### config.mk
export PLATFORM = sky130hd
export DESIGN_NAME = cam_capture_rgb565
export DESIGN_NICKNAME = d
export VERILOG_FILES = /design/src/rtl/cam_capture_pkg.sv /design/src/rtl/cam_capture_rgb565_sync_edge.sv /design/src/rtl/cam_capture_rgb565.sv
export SDC_FILE = /design/constraint.sdc
export NUM_CORES = 1
export LEC_CHECK = 0
export ABC_CLOCK_PERIOD_IN_PS = 2700
export CAP_MARGIN = 30
export CORE_UTILIZATION = 30
export DETAILED_ROUTE_END_ITERATION = 16
export SLEW_MARGIN = 30
export SYNTH_ARGS = -nofsm -noshare
export SYNTH_HDL_FRONTEND = slang
export SYNTH_SLANG_ARGS = --single-unit
export TNS_END_PERCENT = 1
### constraint.sdc
create_clock -name clk -period 2.7 [get_ports clk]
set_input_delay 0.405 -clock clk [delete_from_list [all_inputs] [get_ports clk]]
set_output_delay 0.405 -clock clk [all_outputs]
set_load 0.01 [all_outputs]
### src/rtl/cam_capture_pkg.sv
// Shared types and default geometry for the camera capture path.
package cam_capture_pkg;

  typedef enum logic [1:0] {
    StIdle,
    StWaitVsync,
    StCapture,
    StDone
  } cap_state_t;

  localparam int unsigned H_ACTIVE_DEF = 320;
  localparam int unsigned V_ACTIVE_DEF = 240;

endpackage

### src/rtl/cam_capture_rgb565_sync_edge.sv
// Two-flop synchroniser with a registered previous value for edge detection.
module sync_edge (
  input  logic clk_i,
  input  logic reset_i,
  input  logic d_i,
  output logic level_o,
  output logic rise_o,
  output logic fall_o
);

  logic meta_q, sync_q, prev_q;

  // Synchroniser chain plus one-cycle-delayed copy for edge detection
  always_ff @(posedge clk_i) begin
    if (reset_i) begin
      meta_q <= 1'b0;
      sync_q <= 1'b0;
      prev_q <= 1'b0;
    end else begin
      meta_q <= d_i;
      sync_q <= meta_q;
      prev_q <= sync_q;
    end
  end

  assign level_o = sync_q;
  assign rise_o  = sync_q & ~prev_q;
  assign fall_o  = ~sync_q & prev_q;

endmodule

### src/rtl/cam_capture_rgb565.sv
// Samples an 8-bit camera bus, pairs bytes into RGB565 pixels and writes them
// to a linear frame buffer, with per-frame done pulse and sticky error flags.
module cam_capture_rgb565
  import cam_capture_pkg::*;
#(
  parameter int unsigned H_ACTIVE = H_ACTIVE_DEF,
  parameter int unsigned V_ACTIVE = V_ACTIVE_DEF,
  parameter int unsigned ADDR_W   = 17
) (
  input  logic              clk,
  input  logic              reset,
  input  logic              cam_pclk,
  input  logic              cam_vsync,
  input  logic              cam_href,
  input  logic [7:0]        cam_data,
  input  logic              capture_en,
  output logic              wr_en,
  output logic [ADDR_W-1:0] wr_addr,
  output logic [15:0]       wr_data,
  output logic              frame_done,
  output logic              busy,
  output logic              err_line,
  output logic              err_frame
);

  // Counters saturate one past the active size so overruns stay detectable
  localparam int unsigned ColW  = $clog2(H_ACTIVE + 2);
  localparam int unsigned LineW = $clog2(V_ACTIVE + 2);
  localparam logic [ColW-1:0]   ColMax   = ColW'(H_ACTIVE);
  localparam logic [LineW-1:0]  LineMax  = LineW'(V_ACTIVE);
  localparam logic [ADDR_W-1:0] LineStep = ADDR_W'(H_ACTIVE);

  logic pclk_lvl, pclk_rise, pclk_fall;
  logic href_lvl, href_rise, href_fall;
  logic vsync_lvl, vsync_rise, vsync_fall;
  logic unused_sync;

  sync_edge u_sync_pclk (
    .clk_i   (clk),
    .reset_i (reset),
    .d_i     (cam_pclk),
    .level_o (pclk_lvl),
    .rise_o  (pclk_rise),
    .fall_o  (pclk_fall)
  );

  sync_edge u_sync_href (
    .clk_i   (clk),
    .reset_i (reset),
    .d_i     (cam_href),
    .level_o (href_lvl),
    .rise_o  (href_rise),
    .fall_o  (href_fall)
  );

  sync_edge u_sync_vsync (
    .clk_i   (clk),
    .reset_i (reset),
    .d_i     (cam_vsync),
    .level_o (vsync_lvl),
    .rise_o  (vsync_rise),
    .fall_o  (vsync_fall)
  );

  assign unused_sync = pclk_lvl ^ pclk_fall ^ vsync_lvl;

  logic [7:0] data_meta_q, data_sync_q;
  logic       byte_stb;

  assign byte_stb = pclk_rise & href_lvl;

  cap_state_t        state_q, state_d;
  logic              phase_q, phase_d;
  logic [ColW-1:0]   col_q, col_d;
  logic [LineW-1:0]  line_q, line_d;
  logic [ADDR_W-1:0] base_q, base_d;
  logic [7:0]        hi_q, hi_d;
  logic              req_q, req_d;
  logic [ADDR_W-1:0] req_addr_q, req_addr_d;
  logic [15:0]       req_data_q, req_data_d;
  logic              wr_en_q, wr_en_d;
  logic [ADDR_W-1:0] wr_addr_q, wr_addr_d;
  logic [15:0]       wr_data_q, wr_data_d;
  logic              frame_done_q, frame_done_d;
  logic              busy_q, busy_d;
  logic              err_line_q, err_line_d;
  logic              err_frame_q, err_frame_d;

  // Next-state: frame FSM, pixel assembly, line bookkeeping, write staging
  always_comb begin
    state_d      = state_q;
    phase_d      = phase_q;
    col_d        = col_q;
    line_d       = line_q;
    base_d       = base_q;
    hi_d         = hi_q;
    req_d        = 1'b0;
    req_addr_d   = req_addr_q;
    req_data_d   = req_data_q;
    wr_en_d      = req_q;
    wr_addr_d    = wr_addr_q;
    wr_data_d    = wr_data_q;
    frame_done_d = 1'b0;
    err_line_d   = err_line_q;
    err_frame_d  = err_frame_q;

    // Extra stage so the strobe lands three cycles after the sampled pclk edge
    if (req_q) begin
      wr_addr_d = req_addr_q;
      wr_data_d = req_data_q;
    end

    unique case (state_q)
      StIdle: begin
        if (capture_en) begin
          state_d     = StWaitVsync;
          err_line_d  = 1'b0;
          err_frame_d = 1'b0;
        end
      end
      StWaitVsync: begin
        phase_d = 1'b0;
        col_d   = '0;
        line_d  = '0;
        base_d  = '0;
        if (vsync_fall) state_d = StCapture;
      end
      StCapture: begin
        if (href_rise) begin
          phase_d = 1'b0;
          col_d   = '0;
        end
        if (byte_stb) begin
          if (!phase_d) begin
            hi_d    = data_sync_q;
            phase_d = 1'b1;
          end else begin
            phase_d = 1'b0;
            if (col_d < ColMax && line_q < LineMax) begin
              req_d      = 1'b1;
              req_addr_d = base_q + ADDR_W'(col_d);
              req_data_d = {hi_q, data_sync_q};
            end
            if (col_d <= ColMax) col_d = col_d + ColW'(1);
          end
        end
        // Line bookkeeping settles here so a same-cycle vsync sees the new count
        if (href_fall) begin
          if (col_q != '0) begin
            if (line_q <= LineMax) line_d = line_q + LineW'(1);
            if (line_q < LineMax) base_d = base_q + LineStep;
          end
          if (phase_q || col_q != ColMax) err_line_d = 1'b1;
        end
        if (vsync_rise) state_d = StDone;
      end
      StDone: begin
        frame_done_d = 1'b1;
        if (line_q != LineMax) err_frame_d = 1'b1;
        state_d = capture_en ? StWaitVsync : StIdle;
      end
      default: state_d = StIdle;
    endcase

    busy_d = (state_d == StWaitVsync) || (state_d == StCapture);
  end

  // State and output registers with synchronous reset
  always_ff @(posedge clk) begin
    if (reset) begin
      data_meta_q  <= '0;
      data_sync_q  <= '0;
      state_q      <= StIdle;
      phase_q      <= 1'b0;
      col_q        <= '0;
      line_q       <= '0;
      base_q       <= '0;
      hi_q         <= '0;
      req_q        <= 1'b0;
      req_addr_q   <= '0;
      req_data_q   <= '0;
      wr_en_q      <= 1'b0;
      wr_addr_q    <= '0;
      wr_data_q    <= '0;
      frame_done_q <= 1'b0;
      busy_q       <= 1'b0;
      err_line_q   <= 1'b0;
      err_frame_q  <= 1'b0;
    end else begin
      data_meta_q  <= cam_data;
      data_sync_q  <= data_meta_q;
      state_q      <= state_d;
      phase_q      <= phase_d;
      col_q        <= col_d;
      line_q       <= line_d;
      base_q       <= base_d;
      hi_q         <= hi_d;
      req_q        <= req_d;
      req_addr_q   <= req_addr_d;
      req_data_q   <= req_data_d;
      wr_en_q      <= wr_en_d;
      wr_addr_q    <= wr_addr_d;
      wr_data_q    <= wr_data_d;
      frame_done_q <= frame_done_d;
      busy_q       <= busy_d;
      err_line_q   <= err_line_d;
      err_frame_q  <= err_frame_d;
    end
  end

  assign wr_en      = wr_en_q;
  assign wr_addr    = wr_addr_q;
  assign wr_data    = wr_data_q;
  assign frame_done = frame_done_q;
  assign busy       = busy_q;
  assign err_line   = err_line_q;
  assign err_frame  = err_frame_q;

endmodule
### Yosys cells after proc, flatten, opt, wreduce, memory -nomap -nowiden

Index checks and enable logic that the tools add are counted.

* register bits after elaboration: 142
* output and inout bits: 38
* word-level logic and storage cells: 110

* add/sub/neg operators: 4
* $lt $le $gt $ge: 4
* eq/ne operators: 14
* multiplexer cells: 32
* bitwise logic cells: 14
* reduce and logical (&&, ||, !) cells: 15

Operators with widths (count)
* 2-to-1 mux 17 bit: 3
* 2-to-1 mux 9 bit: 5
* case mux 17 bit (2 select lines): 1
* 2-to-1 mux 8 bit: 3
* case mux 9 bit (2 select lines): 1
* adder 17 x 9 -> 17 bit: 1
* adder 17 x 9 -> 17 bit, second input constant: 1
* case mux 8 bit (2 select lines): 1
* AND reduction 4 bit: 4
* != test 2 bit, second input constant: 7
* 2-to-1 mux 1 bit: 11
* adder 9 x 1 -> 9 bit, second input constant: 1
* <= comparator 9 bit, second input constant: 1
* < comparator 9 bit, second input constant: 1
* != test 9 bit, second input constant: 1
* nonzero test 9 bit: 1
* adder 8 x 1 -> 8 bit, second input constant: 1
* <= comparator 8 bit, second input constant: 1
* < comparator 8 bit, second input constant: 1
* != test 8 bit, second input constant: 1
* inverter 1 bit: 8
* case mux 2 bit (4 select lines): 1
* AND 1 bit: 6
* equality test 2 bit, second input constant: 3
* 9 further kinds: 18

### Longest topological paths before layout

* depth after elaboration: 9
* mapped depth: 9
* gate-level depth less buffers: 8

### Cells and area by module

Synthesis repeated with hierarchy kept, for this count alone.

* cell total of the unflattened synthesis: 617
* area total of the unflattened synthesis: 5544.1 um^2

By module, submodules not included
* cam_capture_rgb565: instances 1, cells each 593, area an instance 5270.1 um^2
* sync_edge: instances 3, cells each 8, area an instance 91.3 um^2

### Least setup slack after synthesis

No wires, ideal clock.

* path type: reg2reg
* start point: register u_sync_href.prev_q
* end point: register req_addr_q[11]
* arrival: 1.928 ns
* required time: 2.614 ns
* slack: 0.687 ns
* cell stages (with the launch flop): 10
* clock period less this slack: 2.013 ns
* cell sequence: dfxtp_1 > nand2b_1 > clkbuf_1 > and2_1 > ha_1 > a21oi_1 > o21bai_2 > nand3_1 > xor2_1 > a211oi_1

* cells in the longest elaborated chain, start to end: 7

RTL lines
* from (decl): line cam_capture_rgb565_sync_edge.sv:11 `logic meta_q, sync_q, prev_q;`
* from (signal assigned): line cam_capture_rgb565_sync_edge.sv:22 `prev_q <= sync_q;`
* inverter 1 bit *: line cam_capture_rgb565_sync_edge.sv:27 `assign rise_o = sync_q & ~prev_q;`
* AND 1 bit *: line cam_capture_rgb565_sync_edge.sv:27
* 2-to-1 mux 9 bit: line cam_capture_rgb565.sv:129 `if (href_rise) begin`
* 2-to-1 mux 9 bit: line cam_capture_rgb565.sv:113 `unique case (state_q)`
* < comparator 9 bit: line cam_capture_rgb565.sv:139 `if (col_d < ColMax && line_q < LineMax) begin`
* logical AND 1 bit: line cam_capture_rgb565.sv:139
* AND reduction 4 bit (no source line)
* to (signal assigned): line cam_capture_rgb565.sv:199 `req_addr_q <= req_addr_d;`
* to (decl): line cam_capture_rgb565.sv:79 `logic [ADDR_W-1:0] req_addr_q, req_addr_d;`

Every way passes the cells marked *; elsewhere a longest branch is shown, timed or not. The select of a mux whose other input is x is not followed.
A chain may end at the register's enable or synchronous reset.

### Worst setup path after layout

Ends and elaborated chain as after synthesis.

==> flow_summary.ini <==
[routing]
first_pass_iters = 4
route.detailed.drc = 0
dr_total_vias = 4236
via_per_inst = 4.68
wl_um = 11300
drt-initial-drc-count = 213
wl_per_cell_um = 12.5
ant_nets = 0

[clock_tree]
clockBufferDepth = 2
cts_buffers = 17
cts_setup_buffers = 0
cts-htree-levels = 4
post_cts_resized = 0
clock_sinks = 136
tritoncts = built
worstSkewPairLatency_ns = 0.41
cts_hold_buf = 0
cts_root_buf = clkbuf_16
clkTransAtPathRegs_ns = 0.06

[setup_path]
crit_type = flop to flop
cpLargestDelayFamily = simple AND/OR/NAND/NOR gates
critical_path.max_fanout = 10
cp_slowest_cell = dfxtp_1
worstPathRequired_ns = 3.03
critPathLaunchType = flop
reg2regPathDepth = 8
critPathLaunch = u_sync_href.prev_q
critPathBufInv = 0
slowest_delay_ns = 0.34
crit_path_end_kind = flop
cp_num_cells = 8
worstReg2RegStart = u_sync_href.prev_q
critPathArrivalTime_ns = 2.60
crit_chain = nand2b_1, and2_1, ha_1, a21oi_1, o21bai_2, nand3_1, xor2_1, a211oi_1

[power_and_ir_drop]
clkPwrFrac = 0.547
p_int_mw = 3.94
vdd_drop_max_v = 0.000437
p_switching_uw = 982
leakagePower_nw = 2.45
seqPwrFrac = 0.416
swShare = 0.199
pwr_density_cell_nw_per_um2 = 710
combPwrFrac = 0.037

[layout]
fin_nets = 689
diodes = 0
finalNonFillerCells = 905
final_common_cell = dfxtp_1
drive_gt1_frac = 0.0799
fillers = 1830
synthToLayoutAreaGrowth_pct = 25.5
final_cell_mix = 135 x dfxtp_1, 81 x nand2_1, 57 x nor2_1

[sta]
drv_slew = 0
max_freq_ghz = 0.439
rsz0062_at_grt = false
setup_tns_ns = 0
worstMarginPinSlew_ns = 0.779
finalHoldViolCount = 0
period_needed_ns = 2.28
fin_hold_ws_ns = 0.205
maxSlewHeadroom = 0.481
finalCritPeriodShare = 0.843
finClkSkew_ns = 0.00733
finalSetupViolations = 0

[die]
core_um2 = 18000
die_w_um = 138
die_area_um2 = 19000
die_h_um = 138
ioPinCount = 52
fp-row-count = 49
start_util = 0.307

[synthesis]
synthFlopType = dfxtp_1
syn_area_um2 = 5530
synth.distinct_cells = 51
ys_warn_count = 0
syn_area_per_cell_um2 = 8.93
synthCells = 619
synth_edf_count = 0
synth_seq_cells = 136
async_flop_share = 0
yosysSeqAreaShare = 0.492
synth_nets = 645

[global_route]
grt_pass1_vias = 3834
antenna_found_initial = 0
track_usage = 0.126
grt_max_degree = 69
grt_pass1_wl_um = 18700
grt_overflow = 0

[place]
port_buffers = 51
place_congestion = 0.779
place_hpwl_um = 7520
dp.cells = 873

[run_status]
status = finished, final reports clean

[min_path]
min_from = reset
min_delay_path_depth = 2
hold_path.class = input pin to flop

[flow_run]
drv_cap = 0
-- worst reg2reg max path, cell delays in order (launching register included) --
cell and delay (ns):
dfxtp_1 0.34, nand2b_1 0.33, and2_1 0.26, ha_1 0.35, a21oi_1 0.12, o21bai_2 0.30, nand3_1 0.14, xor2_1 0.15
a211oi_1 0.21
-- synthesized netlist by cell type, drive strengths merged, types with 9 or more instances --
cell type  count  area [µm²]
nand3         28         145
o21ai         27         135
buf           16        81.3
nand4         11        75.1
nor2b         29         181
dfxtp        136        2720
a21oi         55         275
clkbuf        20        76.3
mux2i         35         350
nand2         81         304
nor2          57         214
inv           14        52.6
or3            9        56.3
xor2          14         123
ha            12         150
-- sequential cells by signal (all words and copies together), names as in the netlist, 2 cells and up --
register     flops
state_q          2
line_q           8
wr_data         16
data_sync_q      8
req_data_q      16
col_q            9
data_meta_q      8
wr_addr         17
hi_q             8
req_addr_q      17
base_q          11
-- layer usage --
metal	vias to the layer above	share of wire	track usage
met5	-	0	0
met3	9	0.045	0.0386
met1	1925	0.49	0.163
met2	78	0.45	0.195
met4	0	0.011	0.0489
li1	2224	-	-
-- cell type report --
type,count,area (µm²),share of cell area
Sequential cell,136,2720,0.393
Multi-Input combinational cell,433,2600,0.374
Timing Repair Buffer,61,583,0.0840
Clock buffer,22,484,0.0698
Tap cell,229,287,0.0413
Clock inverter,10,211,0.0305
Inverter,14,52.6,0.00757
-- power by group through the flow --
stage / Sequential (mW) / Combinational, mW / Clock (mW)
global route: 2.05 / 0.203 / 2.84
detailed placement: 2.09 / 0.184 / 0
finish: 2.05 / 0.182 / 2.69
global placement: 2.09 / 0.185 / 0
CTS: 2.05 / 0.185 / 2.77
floorplan: 2.09 / 0.122 / 0
-- logic make-up after synthesis --
group,Yosys count,share of synthesized area
mux,35,0.0633
compound gates,117,0.127
xor+xnor,20,0.0317
other cells,1,0.000678
buf+inv,50,0.0380
flops,136,0.492
simple gates,248,0.219
fa+ha+maj,12,0.0271
-- path summary, 6_finish.rpt --
kind	end	slack, ns
max	req_addr_q[11]	0.42
min	base_q[7]	0.21
max reg2reg	req_addr_q[11]	0.42
min reg2reg	data_sync_q[6]	0.43
-- through the flow --
stage / util / total power [mW] / area (µm²) / worst slack (ns)
floorplan: - / 2.21 / 5530 / 0.687
global placement: 0.346 / 2.28 / 6240 / 0.483
detailed placement: 0.346 / 2.28 / 6240 / 0.434
CTS: 0.385 / 5.00 / 6940 / 0.425
global route: 0.385 / 5.10 / 6940 / 0.272
finish: 0.385 / 4.92 / 6940 / 0.425
(Power assumes the default switching activity.)
